### config.mk
export PLATFORM = sky130hd
export DESIGN_NAME = rr_sel_arbiter
export DESIGN_NICKNAME = d
export VERILOG_FILES = /design/src/rtl/rr_sel_pkg.sv /design/src/rtl/rr_pick.sv /design/src/rtl/rr_sel_arbiter.sv
export SDC_FILE = /design/constraint.sdc
export NUM_CORES = 1
export LEC_CHECK = 0
export CAP_MARGIN = 40
export CORE_AREA = 5 5 62 64
export CTS_CLUSTER_DIAMETER = 30
export DETAILED_ROUTE_END_ITERATION = 12
export DIE_AREA = 0 0 67 69
export HOLD_SLACK_MARGIN = 0.05
export PLACE_DENSITY = 0.77
export SYNTH_ARGS = -nofsm -noshare
export SYNTH_HDL_FRONTEND = slang
export SYNTH_SLANG_ARGS = --single-unit
### constraint.sdc
create_clock -name clk -period 4.27 [get_ports clk]
set_input_delay 1.281 -clock clk [delete_from_list [all_inputs] [get_ports clk]]
set_output_delay 1.281 -clock clk [all_outputs]
set_load 0.005 [all_outputs]
### src/rtl/rr_sel_pkg.sv
// rtl/rr_sel_pkg.sv - shared constants and pointer helper for round-robin arbiters
package rr_sel_pkg;

  localparam int RR_N     = 4;
  localparam int RR_WIDTH = 8;

  // Wrap-increment of a requester index within 0..n-1.
  function automatic int unsigned rr_next(input int unsigned idx, input int unsigned n);
    return (idx == n - 1) ? 32'd0 : idx + 32'd1;
  endfunction

endpackage

### src/rtl/rr_pick.sv
// rtl/rr_pick.sv - combinational round-robin winner search starting at a pointer
module rr_pick import rr_sel_pkg::*; #(
  parameter int N     = RR_N,
  parameter int SEL_W = $clog2(N)
) (
  input  logic [N-1:0]     i_valid,
  input  logic [SEL_W-1:0] i_ptr,
  output logic [SEL_W-1:0] o_winner,
  output logic             o_any_valid
);

  logic [N-1:0]     w_rot;
  logic [SEL_W-1:0] w_off;
  logic [SEL_W:0]   w_sum;

  // Doubling the vector makes the wrap a plain right shift by ptr.
  assign w_rot = N'({i_valid, i_valid} >> i_ptr);

  always_comb begin
    w_off = '0;
    for (int i = N - 1; i >= 0; i--) begin
      if (w_rot[i]) w_off = SEL_W'(i);
    end
    w_sum = {1'b0, i_ptr} + {1'b0, w_off};
    if (w_sum >= (SEL_W + 1)'(N)) w_sum = w_sum - (SEL_W + 1)'(N);
  end

  assign o_winner    = w_sum[SEL_W-1:0];
  assign o_any_valid = |i_valid;

endmodule

### src/rtl/rr_sel_arbiter.sv
// rtl/rr_sel_arbiter.sv - round-robin arbiter with registered data/select output stage
module rr_sel_arbiter import rr_sel_pkg::*; #(
  parameter int  N     = RR_N,
  parameter int  WIDTH = RR_WIDTH,
  localparam int SEL_W = $clog2(N)
) (
  input  logic               clk,
  input  logic               rst_n,
  input  logic [N-1:0]       in_valid,
  input  logic [N*WIDTH-1:0] in_data,
  output logic [N-1:0]       in_ready,
  output logic               out_valid,
  output logic [WIDTH-1:0]   out_data,
  output logic [SEL_W-1:0]   out_sel,
  input  logic               out_ready
);

  logic [SEL_W-1:0] r_ptr;
  logic             r_out_valid;
  logic [WIDTH-1:0] r_out_data;
  logic [SEL_W-1:0] r_out_sel;

  logic [SEL_W-1:0] w_winner;
  logic             w_any;
  logic             w_load;
  logic [WIDTH-1:0] w_words [N];

  rr_pick #(.N(N), .SEL_W(SEL_W)) u_pick (
    .i_valid     (in_valid),
    .i_ptr       (r_ptr),
    .o_winner    (w_winner),
    .o_any_valid (w_any)
  );

  always_comb begin
    for (int i = 0; i < N; i++) begin
      w_words[i] = in_data[i*WIDTH +: WIDTH];
    end
  end

  // Refill whenever the stage is empty or being drained this cycle.
  assign w_load   = (!r_out_valid || out_ready) && w_any;
  assign in_ready = w_load ? (N'(1) << w_winner) : '0;

  always_ff @(posedge clk) begin
    if (!rst_n) begin
      r_ptr       <= '0;
      r_out_valid <= 1'b0;
      r_out_data  <= '0;
      r_out_sel   <= '0;
    end else if (w_load) begin
      r_out_data  <= w_words[w_winner];
      r_out_sel   <= w_winner;
      r_out_valid <= 1'b1;
      r_ptr       <= SEL_W'(rr_next(32'(w_winner), N));
    end else if (out_ready) begin
      r_out_valid <= 1'b0;
    end
  end

  assign out_valid = r_out_valid;
  assign out_data  = r_out_data;
  assign out_sel   = r_out_sel;

endmodule

Word-level counts from Yosys, hierarchy flattened
Index checks and enable logic that the tools add are counted.
Storage, ports and cells
  flip-flop bits (word level): 13
  input port bits: 39
  output and inout port bits: 15
  word-level logic and storage cells: 30
Operators by class
  $add $sub $neg: 3
  order comparisons: 2
  equality and inequality tests: 1
  shift operators: 2
  multiplexer cells: 12
  bitwise gates (word level): 1
  reduce and logical (&&, ||, !) cells: 5
Operators with widths (number)
  $bmux 8 s2: 1
  $mux 8: 2
  $mux 2: 6
  $shr 8x2->4: 1
  $ge 3x3->1 const B: 2
  $mux 4: 1
  $reduce_or 4->1: 1
  $shl 1x2->4 const A: 1
  $add 2x2->3: 1
  $not 2->3: 1
  $add 2x1->2 const B: 1
  $eq 2x2->1 const B: 1
  $mux 1: 2
  $reduce_bool 2->1: 1
  $sub 2x1->2 const B: 1
  $logic_and 1x1->1: 1
  $logic_not 1->1: 1
  $logic_or 1x1->1: 1

Logic depth before layout (Yosys ltp)
  depth in word-level cells: 12
  depth in mapped cells: 14
  mapped depth without buffers: 13

Cells and area by module
Synthesis repeated with hierarchy kept, for this count alone.
Unflattened totals
  cells, all modules: 96
  area, all modules: 925.9 µm²
Modules (own cells, without submodules)
  rr_sel_arbiter: instances 1, cells an instance 69, area each 747.0 µm², sequential area each 260.2 µm²
  rr_pick: instances 1, cells an instance 27, area each 178.9 µm², sequential area each 0.0 µm²

Least setup slack after synthesis
Ideal clock, no wire load.
  path type: in2out
  from: input port in_valid[2]
  to: output port in_ready[3]
  arrival: 3.091 ns
  data required time: 2.989 ns
  slack: -0.102 ns
  stages: 9
  cells stage by stage: buf_6 -> or4_1 -> nand3_1 -> ha_1 -> xor2_1 -> xnor2_2 -> inv_2 -> ha_1 -> and2_1
Between the ends
  cells in the longest elaborated chain, start to end: 10
  elaborated cells between the ends (all ways): 13
  classes of those cells: add/sub (2); order compare (1); shift (2); mux (6); reduce/logical (2)
Ends and longest elaborated chain
  start: declaration: RTL line rr_sel_arbiter.sv:9  | input logic [N-1:0] in_valid,
  $shr 8x2->4: RTL line rr_pick.sv:17  | assign w_rot = N'({i_valid, i_valid} >> i_ptr);
  $mux 2 (4 in a row): RTL line rr_pick.sv:22  | if (w_rot[i]) w_off = SEL_W'(i);
  $add 2x2->3: RTL line rr_pick.sv:24  | w_sum = {1'b0, i_ptr} + {1'b0, w_off};
  $ge 3x3->1 or $sub 2x1->2 (tied branches): RTL line rr_pick.sv:25  | if (w_sum >= (SEL_W + 1)'(N)) w_sum = w_sum - (SEL_W + 1)'(N);
  $mux 2: RTL line rr_pick.sv:25
  $shl 1x2->4: RTL line rr_sel_arbiter.sv:43  | assign in_ready = w_load ? (N'(1) << w_winner) : '0;
  $mux 4 *: RTL line rr_sel_arbiter.sv:43
  end: declaration: RTL line rr_sel_arbiter.sv:11  | output logic [N-1:0] in_ready,
Every way passes the cells marked *; elsewhere a longest branch is shown, timed or not.

Worst setup path in the final report
Same ends and word-level chain as after synthesis.

==> run summary <==
Final setup TNS -> 0 ns
Worst hold path type -> flip-flop to flip-flop
HPWL Detailed -> 2550 um
RSZ-0062 raised after global routing -> true
Synth area leader -> dfxtp_1
Layout Utilization -> 58.6%
# port buffers -> 53
Max Cap Viol -> 0
Startpoint types -> input port
CTS root buf -> clkbuf_4
Max IR drop VDD -> 422 uV
Slowest cell delay on critical path -> 0.52 ns
Commonest non-fill, non-tap cell in the layout -> clkdlybuf4s50_1
Area grow syn2layout -> 70.2%
Final Cell Area -> 0.00189 mm^2
Tot Pwr -> 1280 uW
Final setup viols -> 0
Most frequent cells in the layout -> 45 x clkdlybuf4s50_1, 24 x mux2i_1, 16 x a22oi_1, 16 x buf_4, 13 x dfxtp_1
Std cell rows -> 21
Initial core utilization -> 34.4%
Rel. slew slack -> 69.7%
CP required -> 2.99 ns
PD cells -> 674 mW/mm^2
Vias in the first global route -> 1283
Clk pwr share -> 6.0%
Post-Syn Nets -> 172
Met3 wire length -> 236 um
Post-DP Area -> 0.00176 mm^2
Met2 WL -> 1870 um
Gate Count Post-Synth -> 131
Largest net degree at the start of global routing -> 17
Clock skew -> 0.00204 ns
TritonCTS buffer count -> 3
Sw Ratio -> 41.9%
Main area contributors after synthesis -> dfxtp_1 23%, mux2i_1 22%, a22oi_1 11%, o21ai_0 5.8%, nor2_1 4.7%
Pint -> 741 uW
Chip height -> 69 um
R2r setup slk -> 1.65 ns
Post-route minimum period -> 4.22 ns
Clock slew at reported path FFs -> 0.08 ns
Register area share after synthesis -> 23.4%
First-pass GRT wire length -> 5510 um
Wl on met1 -> 1280 um
Residual DRC -> 0
Pleak -> 0.000757 uW
Fin crit share -> 98.8%
CP bufs+invs -> 3
Cell Area, Synth -> 0.00111 mm^2
Combinational share of power -> 76.5%
Critical path arrival -> 2.94 ns
Critical Path Slowest Stage Cell -> or4_4
Syn avg cell area -> 8.49 um^2
FF+latch count, synth -> 13
Crit Path Category -> input port to primary output
GRT Total Usage -> 14.9%
N_diodes -> 0
Fmax -> 0.237 GHz
GRT overflow -> 0
CTS tree -> yes
Finished Layout Cells -> 243
Placed cells -> 235
Iteration-0 DRC Markers -> 37
Die area -> 0.00462 mm^2
Slew Limit Fails -> 0
Drt total wl -> 3400 um
Vias -> 1226
Synth cell types -> 29
Final ANT Viol Nets -> 0
Initial antenna violation count -> 0
Die Width -> 67 um
Num Clock Sinks -> 13
Drt pass-1 iters -> 4
Share of post-route cells with drive strength above 1 -> 25.9%
GPL Wtd Cong -> 0.777
Final hold violations -> 0
Post-synth top area share -> 23.4%
Outcome -> finished clean
Maximum root-to-sink buffer count -> 2
Crit path cell chain -> buf_6, or4_4, nand3_4, ha_4, xor2_4, xnor2_2, inv_2, ha_4, and2_4, buf_6
Vias per cell -> 5.05
CP Capture Type -> primary output
Top Layer Used -> met4
Slew @ Worst Pin -> 0.454 ns
Switching Power -> 535 uW
Skew-Pair Late Insertion Delay -> 0.27 ns
Nets@finish -> 239
I/O pin count -> 54
CTS H-Tree Depth -> 1
Yosys warning count -> 0
Total core area -> 0.00323 mm^2
Delay-heaviest family, CP -> simple AND/OR/NAND/NOR gates
Max FO, Critical Path -> 3
DR WL/cell -> 14.0 um
Sequential Power Share -> 17.5%
## cell families (layout without fill, tap and decap cells)
group / after synthesis / after routing / share of synthesized area, %
and+or+nand+nor: 38 / 38 / 19.5
AOI/OAI and AO/OA: 39 / 39 / 22.8
DFF: 13 / 13 / 23.4
adders and majority gates: 2 / 2 / 2.25
muxes: 24 / 24 / 21.6
xor gates and xnor gates: 3 / 3 / 3.04
buffers and inverters: 12 / 78 / 7.42
## metal layers
metal	track usage, %	up-vias
met1	15.7	580
met4	4.95	0
li1	-	612
met5	0	-
met3	3.73	2
met2	27.5	32
## sequential cells by signal (all words and copies together) (netlist names)
register	count
out_data	8
out_sel	2
r_ptr	2
out_valid	1
## layout make-up
class	count	area (um^2)
tap	46	57.6
fill	287	1340
multi-input combinational	106	858
timing repair buffer	73	687
clock buffer	4	26.3
sequential	13	260
inverter	1	3.75
## worst paths after layout
path                                  start           to  cells after the start
worst max-delay path            in_valid[2]  in_ready[3]                     10
worst min-delay path             out_sel[0]   out_sel[0]                      2
worst max register to register     r_ptr[0]  out_data[0]                     13
worst min register to register   out_sel[0]   out_sel[0]                      2
## tightest hold or removal path, delay by kind of cell, from the launching register on
family | cells | cell delay, ns
AO/OA/AOI/OAI | 1 | 0.06
flip-flops | 1 | 0.32
AND/OR/NAND/NOR | 1 | 0.05
## cells in the mapped netlist
master     n
nor4_4     1
and2_1     1
buf_6      4
or2_1      1
nor2_4     2
ha_1       2
nand2_1    7
o22ai_1    1
or4_1      1
xnor2_1    1
o21ai_0   13
xnor2_2    1
a22oi_1   16
o21a_1     2
nand3_1    2
nand3b_1   1
nor2_1    14
nor3_1     1
nor3_2     2
clkbuf_1   5
a21boi_0   2
buf_4      2
inv_2      1
a21oi_1    2
nor2b_1    5
o211ai_1   3
xor2_1     1
mux2i_1   24
dfxtp_1   13
## repair_timing
action / 4_1_cts / 5_1_grt
resized for setup: 45 / 16
setup endpoints to repair: 4 / 4
pin swaps: 5 / 8
hold buffers: 0 / 0
setup buffers: 4 / 1
## through the flow
stage / hold WS, ns / setup WS [ns]
2_1_floorplan: 0.460 / 0.00521
3_3_place_gp: 0.461 / -0.744
3_5_place_dp: 0.464 / -0.823
4_1_cts: 0.475 / 0.00188
5_1_grt: 0.524 / -0.0318
6_report: 0.473 / 0.0530
## power groups by stage
stage               sequential [uW]  clock [uW]  combinational [uW]
floorplan                       201           0                 609
global placement                218           0                 877
detailed placement              218           0                 899
CTS                             220        78.7                 921
global route                    231        85.5                1080
finish                          223        76.2                 976
(Power assumes the default switching activity.)
